### config.mk
export PLATFORM = sky130hd
export DESIGN_NAME = usb_tx_packet_ctrl
export DESIGN_NICKNAME = d
export VERILOG_FILES = /design/src/rtl/usb_tx_pkg.sv /design/src/rtl/flex_counter.sv /design/src/rtl/usb_tx_packet_ctrl.sv
export SDC_FILE = /design/constraint.sdc
export NUM_CORES = 1
export LEC_CHECK = 0
export CORE_UTILIZATION = 49
export CTS_BUF_LIST = sky130_fd_sc_hd__clkbuf_16
export CTS_CLUSTER_DIAMETER = 150
export DETAILED_ROUTE_END_ITERATION = 8
export HOLD_SLACK_MARGIN = 0.15
export PLACE_DENSITY = 0.82
export SLEW_MARGIN = 15
export SYNTH_ARGS = -nofsm -noshare
export SYNTH_HDL_FRONTEND = slang
export SYNTH_SLANG_ARGS = --single-unit
### constraint.sdc
create_clock -name clk -period 3.2 [get_ports clk]
set_input_delay 0.64 -clock clk [delete_from_list [all_inputs] [get_ports clk]]
set_output_delay 0.64 -clock clk [all_outputs]
set_load 0.01 [all_outputs]
### src/rtl/usb_tx_pkg.sv
// Shared types and constants for the USB transmit packet controller.
package usb_tx_pkg;

  typedef enum logic [3:0] {
    ST_IDLE,
    ST_SYNC,
    ST_PID,
    ST_LOAD,
    ST_DATA,
    ST_CRC16,
    ST_EOP_SE0,
    ST_EOP_J,
    ST_DONE
  } tx_state_t;

  typedef enum logic {
    PKT_HANDSHAKE = 1'b0,
    PKT_DATA      = 1'b1
  } pkt_type_t;

  localparam int unsigned EOP_SE0_BITS = 2;
  localparam int unsigned EOP_J_BITS   = 1;

  // Field phases are the states where abort and the watchdog apply.
  function automatic logic is_field(input tx_state_t s);
    return s inside {ST_SYNC, ST_PID, ST_LOAD, ST_DATA, ST_CRC16};
  endfunction

endpackage

### src/rtl/flex_counter.sv
// Up-counter with programmable rollover; counts 1..rollover_val while enabled.
module flex_counter #(
  parameter int unsigned NUM_CNT_BITS = 4
) (
  input  logic                    clk,
  input  logic                    n_rst,
  input  logic                    clear,
  input  logic                    count_enable,
  input  logic [NUM_CNT_BITS-1:0] rollover_val,
  output logic [NUM_CNT_BITS-1:0] count_out
);

  logic [NUM_CNT_BITS-1:0] count_q, count_d;

  // clear together with count_enable restarts at 1, so the first enabled cycle already counts.
  always_comb begin
    count_d = count_q;
    if (clear) begin
      count_d = count_enable ? NUM_CNT_BITS'(1) : '0;
    end else if (count_enable) begin
      count_d = (count_q == rollover_val) ? NUM_CNT_BITS'(1) : count_q + NUM_CNT_BITS'(1);
    end
  end

  always_ff @(posedge clk or negedge n_rst) begin
    if (!n_rst) count_q <= '0;
    else        count_q <= count_d;
  end

  assign count_out = count_q;

endmodule

### src/rtl/usb_tx_packet_ctrl.sv
// Sequences one USB TX packet (SYNC, PID, DATA chunks, CRC16, EOP) by driving
// the t_timer phase enables and consuming its done pulses.
module usb_tx_packet_ctrl
  import usb_tx_pkg::*;
#(
  parameter  int unsigned CLKS_PER_BIT = 8,
  parameter  int unsigned MAX_CHUNKS   = 8,
  parameter  int unsigned TIMEOUT_CLKS = 2048,
  localparam int unsigned CW           = $clog2(MAX_CHUNKS + 1)
) (
  input  logic          clk,
  input  logic          n_rst,
  input  logic          tx_start,
  input  logic          pkt_type,
  input  logic [CW-1:0] chunk_count,
  input  logic          tx_abort,
  input  logic          fifo_empty,
  input  logic          sync_bits_transmitted,
  input  logic          pid_bits_transmitted,
  input  logic          data_bits_transmitted,
  input  logic          crc16_bits_transmitted,
  output logic          sync_transmitting,
  output logic          pid_transmitting,
  output logic          data_transmitting,
  output logic          crc16_transmitting,
  output logic          crc5_transmitting,
  output logic          chunk_load,
  output logic          crc16_clear,
  output logic          eop_se0,
  output logic          eop_j,
  output logic          tx_busy,
  output logic          tx_done,
  output logic          tx_error
);

  localparam int unsigned BW = $clog2(CLKS_PER_BIT + 1);
  localparam int unsigned WW = $clog2(TIMEOUT_CLKS + 1);

  tx_state_t     state_q, state_d;
  pkt_type_t     ptype_q, ptype_d;
  logic [CW-1:0] rem_q, rem_d;
  logic          err_q, err_d;
  logic [1:0]    eop_bits_q, eop_bits_d;

  logic [BW-1:0] bit_cnt;
  logic [WW-1:0] wd_cnt;
  logic          bit_tick, wd_tick;
  logic          eop_now, eop_next, bit_clear, wd_clear, wd_en;

  // Counters are steered by the next state so a phase's first cycle already counts as 1.
  assign eop_now   = state_q inside {ST_EOP_SE0, ST_EOP_J};
  assign eop_next  = state_d inside {ST_EOP_SE0, ST_EOP_J};
  assign bit_clear = !eop_now || !eop_next;
  assign wd_en     = is_field(state_d);
  assign wd_clear  = (state_d != state_q);
  assign bit_tick  = (bit_cnt == BW'(CLKS_PER_BIT));
  assign wd_tick   = (wd_cnt == WW'(TIMEOUT_CLKS));

  flex_counter #(.NUM_CNT_BITS(BW)) u_bit_cnt (
    .clk          (clk),
    .n_rst        (n_rst),
    .clear        (bit_clear),
    .count_enable (eop_next),
    .rollover_val (BW'(CLKS_PER_BIT)),
    .count_out    (bit_cnt)
  );

  flex_counter #(.NUM_CNT_BITS(WW)) u_wd_cnt (
    .clk          (clk),
    .n_rst        (n_rst),
    .clear        (wd_clear),
    .count_enable (wd_en),
    .rollover_val (WW'(TIMEOUT_CLKS)),
    .count_out    (wd_cnt)
  );

  always_comb begin
    state_d    = state_q;
    ptype_d    = ptype_q;
    rem_d      = rem_q;
    err_d      = err_q;
    eop_bits_d = eop_bits_q;
    case (state_q)
      ST_IDLE: if (tx_start) begin
        state_d = ST_SYNC;
        ptype_d = pkt_type_t'(pkt_type);
        rem_d   = chunk_count;
        err_d   = 1'b0;
      end
      ST_SYNC: if (sync_bits_transmitted) state_d = ST_PID;
      ST_PID: if (pid_bits_transmitted) begin
        if (ptype_q == PKT_HANDSHAKE) state_d = ST_EOP_SE0;
        else if (rem_q == '0)         state_d = ST_CRC16;
        else                          state_d = ST_LOAD;
      end
      ST_LOAD: begin
        if (fifo_empty) begin
          err_d   = 1'b1;
          state_d = ST_EOP_SE0;
        end else begin
          state_d = ST_DATA;
        end
      end
      ST_DATA: if (data_bits_transmitted) begin
        rem_d   = rem_q - CW'(1);
        state_d = (rem_q > CW'(1)) ? ST_LOAD : ST_CRC16;
      end
      ST_CRC16: if (crc16_bits_transmitted) state_d = ST_EOP_SE0;
      ST_EOP_SE0: if (bit_tick) begin
        if (eop_bits_q == 2'(EOP_SE0_BITS - 1)) begin
          eop_bits_d = '0;
          state_d    = ST_EOP_J;
        end else begin
          eop_bits_d = eop_bits_q + 2'd1;
        end
      end
      ST_EOP_J: if (bit_tick) begin
        if (eop_bits_q == 2'(EOP_J_BITS - 1)) begin
          eop_bits_d = '0;
          state_d    = ST_DONE;
        end else begin
          eop_bits_d = eop_bits_q + 2'd1;
        end
      end
      ST_DONE: state_d = ST_IDLE;
      default: state_d = ST_IDLE;
    endcase
    // Abort and watchdog override any done pulse seen in the same cycle.
    if (is_field(state_q) && (tx_abort || wd_tick)) begin
      err_d   = 1'b1;
      rem_d   = rem_q;
      state_d = ST_EOP_SE0;
    end
  end

  always_ff @(posedge clk or negedge n_rst) begin
    if (!n_rst) begin
      state_q            <= ST_IDLE;
      ptype_q            <= PKT_HANDSHAKE;
      rem_q              <= '0;
      err_q              <= 1'b0;
      eop_bits_q         <= '0;
      sync_transmitting  <= 1'b0;
      pid_transmitting   <= 1'b0;
      data_transmitting  <= 1'b0;
      crc16_transmitting <= 1'b0;
      chunk_load         <= 1'b0;
      crc16_clear        <= 1'b0;
      eop_se0            <= 1'b0;
      eop_j              <= 1'b0;
      tx_busy            <= 1'b0;
      tx_done            <= 1'b0;
      tx_error           <= 1'b0;
    end else begin
      state_q            <= state_d;
      ptype_q            <= ptype_d;
      rem_q              <= rem_d;
      err_q              <= err_d;
      eop_bits_q         <= eop_bits_d;
      sync_transmitting  <= (state_d == ST_SYNC);
      pid_transmitting   <= (state_d == ST_PID);
      data_transmitting  <= (state_d == ST_DATA);
      crc16_transmitting <= (state_d == ST_CRC16);
      chunk_load         <= (state_q == ST_LOAD) && (state_d == ST_DATA);
      crc16_clear        <= (state_q == ST_IDLE) && (state_d == ST_SYNC);
      eop_se0            <= (state_d == ST_EOP_SE0);
      eop_j              <= (state_d == ST_EOP_J);
      tx_busy            <= (state_d != ST_IDLE);
      tx_done            <= (state_d == ST_DONE);
      tx_error           <= (state_d == ST_DONE) && err_d;
    end
  end

  assign crc5_transmitting = 1'b0;

endmodule
==> results.json <==
{
  "outcome": "completed",
  "netlist.area_leader.share": 0.452,
  "drt_iter0_markers": 81,
  "ys_warn_count": 0,
  "cts-resized-gates": 0,
  "die_area_mm2": 0.00468,
  "worstPathMaxFanout": 24,
  "crit_chain": "clkdlybuf4s50_1 > o311ai_0 > a21o_1 > a211oi_1 > mux2_4 > or4_1 > a21oi_1",
  "num_vias": 1721,
  "max_slew_margin": 0.435,
  "worst_pin_slew_ns": 0.847,
  "critical_path.startpoint_type": "input port",
  "setup_viol": 0,
  "worst_slack_ns": 0.351,
  "ys.flop_type": "dfrtp_1",
  "worstSetupPathType": "in -> reg",
  "synth.distinct_cells": 49,
  "core_region_area_mm2": 0.00412,
  "grt_pass1_wl_um": 7490,
  "avgSynthCellArea_um2": 9.44,
  "yosysMostFrequentCell": "dfrtp_1",
  "layoutNonFillerInstCount": 306,
  "numCtsBuffers": 5,
  "ir_worst_vdd_mv": 0.412,
  "slowest_delay_ns": 0.53,
  "finalHoldViolations": 0,
  "cts_sinks": 39,
  "nets": 279,
  "crit_buf_inv": 1,
  "syn_to_final_growth_pct": 18.8,
  "slew_violations": 0,
  "io_buffers": 24,
  "crit_cells": 7,
  "rows": 23,
  "drt_wl_total_um": 4190,
  "post-route-min-period_ns": 2.85,
  "insertedDiodeCount": 0,
  "fmax_ghz": 0.351,
  "dp_hpwl_um": 2950,
  "layout-drive-gt1-share": 0.0820,
  "synth_edf_count": 0,
  "cts_tree": "yes",
  "dieHeight_um": 68.4,
  "antenna_found_initial": 0,
  "cts_buffer_depth": 2,
  "ios": 26,
  "yosysTopAreaCell": "dfrtp_1",
  "placedCellCount": 298,
  "slowest_stage": "clkdlybuf4s50_1",
  "synth_area_leaders": "dfrtp_1 45%, ha_1 5.8%, a21oi_1 4.4%, nor2_1 3.3%, o21ai_0 3.2%",
  "path_clk_slew_ns": 0.05,
  "powerDensity_mw_per_mm2": 807,
  "synth_common_cells": "39 x dfrtp_1, 19 x a21oi_1, 19 x nor2_1, 14 x inv_1, 14 x o21ai_0",
  "ant_nets": 0,
  "synth_seq_cells": 39,
  "post-place-ws_ns": 0.119,
  "wire_per_inst_um": 13.7,
  "drc": 0,
  "via_per_inst": 5.62,
  "clockRootBuffer": "clkbuf_16",
  "drt_first_pass_iters": 4,
  "start_util": 0.525,
  "cts_setup_buffers": 0,
  "worstRegToRegCells": 10,
  "gp_congestion": 0.859,
  "die_x_um": 68.4,
  "skew_ns": 0.00273,
  "yosysSeqAreaShare": 0.452,
  "grt_pass1_vias": 1610,
  "rsz0062_at_grt": "no",
  "crit_family": "compound AO/OA/AOI/OAI gates",
  "hold_class": "in -> async",
  "netlist_area_mm2": 0.00216,
  "fin_crit_sh": 0.890,
  "synth_fp_nets": 253,
  "postCtsHoldBufs": 0,
  "clkLatencyLatePin_ns": 0.28,
  "grt_max_degree": 40,
  "netlist_instances": 229,
  "maxCapViolations": 0,
  "required_ns": 3.39,
  "h-tree-depth": 2,
  "synthArstFlopShare": 1.00,
  "overflow": 0,
  "track_usage": 0.222,
  "setup_tns_ns": 0,
  "crit_arrival_ns": 3.04,
  "end_kind": "flop",
  "leakage_nw": 1.09
}
worst paths after layout:
check / startpoint / slack, ns / to
worst max-delay path: data_bits_transmitted / 0.35 / u_wd_cnt.count_out[11]$_DFFE_PN0P_
worst min-delay path: n_rst / 0.47 / crc16_clear$_DFF_PN0_
worst max register to register: u_bit_cnt.count_out[0]$_DFFE_PN0P_ / 0.39 / u_wd_cnt.count_out[11]$_DFFE_PN0P_
worst min register to register: u_wd_cnt.count_out[11]$_DFFE_PN0P_ / 0.57 / u_wd_cnt.count_out[11]$_DFFE_PN0P_
max in group asynchronous: n_rst / 2.20 / u_wd_cnt.count_out[6]$_DFFE_PN0P_
min in group clk: u_wd_cnt.count_out[11]$_DFFE_PN0P_ / 0.57 / u_wd_cnt.count_out[11]$_DFFE_PN0P_
kinds of logic after synthesis:
family | count (synthesis) | synth area share
adder cells (fa/ha/maj) | 10 | 0.0579
flip-flops | 39 | 0.452
AO/OA/AOI/OAI | 51 | 0.143
XOR/XNOR | 4 | 0.0162
buffers and inverters | 26 | 0.0579
multiplexers | 7 | 0.0365
AND/OR/NAND/NOR | 91 | 0.235
other | 1 | 0.00174
state kept, by name, summed over array words and instances, names as in the netlist, 2 cells and up:
register             flops
u_wd_cnt.count_out      12
rem_q                    4
state_q                  4
u_bit_cnt.count_out      4
eop_bits_q               2
layout by cell type (no fill, tap or decap), types with 8 or more instances in the layout:
| cell type | instances |
|---|---|
| dfrtp_1 | 39 |
| clkdlybuf4s50_1 | 23 |
| nor2_1 | 19 |
| a21oi_1 | 19 |
| inv_1 | 15 |
| o21ai_0 | 14 |
| nand2_1 | 13 |
| nor3_1 | 11 |
| ha_1 | 10 |
| nand3_1 | 8 |
| or3_1 | 8 |
through the flow:
step / utilization / hold WS, ns / power (mW) / cell area, um2
floorplan: - / 0.344 / 1.41 / 2160
global placement: 0.591 / 0.533 / 1.59 / 2430
detailed placement: 0.591 / 0.553 / 1.62 / 2430
CTS: 0.624 / 0.497 / 2.08 / 2570
global route: 0.624 / 0.551 / 2.25 / 2570
finish: 0.624 / 0.468 / 2.07 / 2570
power breakdown:
group / total (mW) / internal, mW / switching, mW
logic: 0.871 / 0.381 / 0.490
registers: 0.745 / 0.610 / 0.135
clock network: 0.456 / 0.280 / 0.176
routing by layer:
layer | GRT usage | wire length, um | vias to the layer above | part of all wire
li1 | - | - | 865 | -
met1 | 0.312 | 2100 | 817 | 0.50
met2 | 0.319 | 1840 | 32 | 0.44
met3 | 0.0583 | 167 | 7 | 0.040
met4 | 0.0938 | 72 | 0 | 0.017
met5 | 0 | 0 | - | 0
final cells by class:
class / count / area [um2]
fillers: 362 / 1550
clock inverters: 3 / 11.3
repair buffers: 29 / 273
multi-input cells: 164 / 1060
clock buffers: 5 / 125
well taps: 50 / 62.6
inverters: 16 / 60.1
flip-flops and latches: 39 / 976
(Power assumes the default switching activity.)
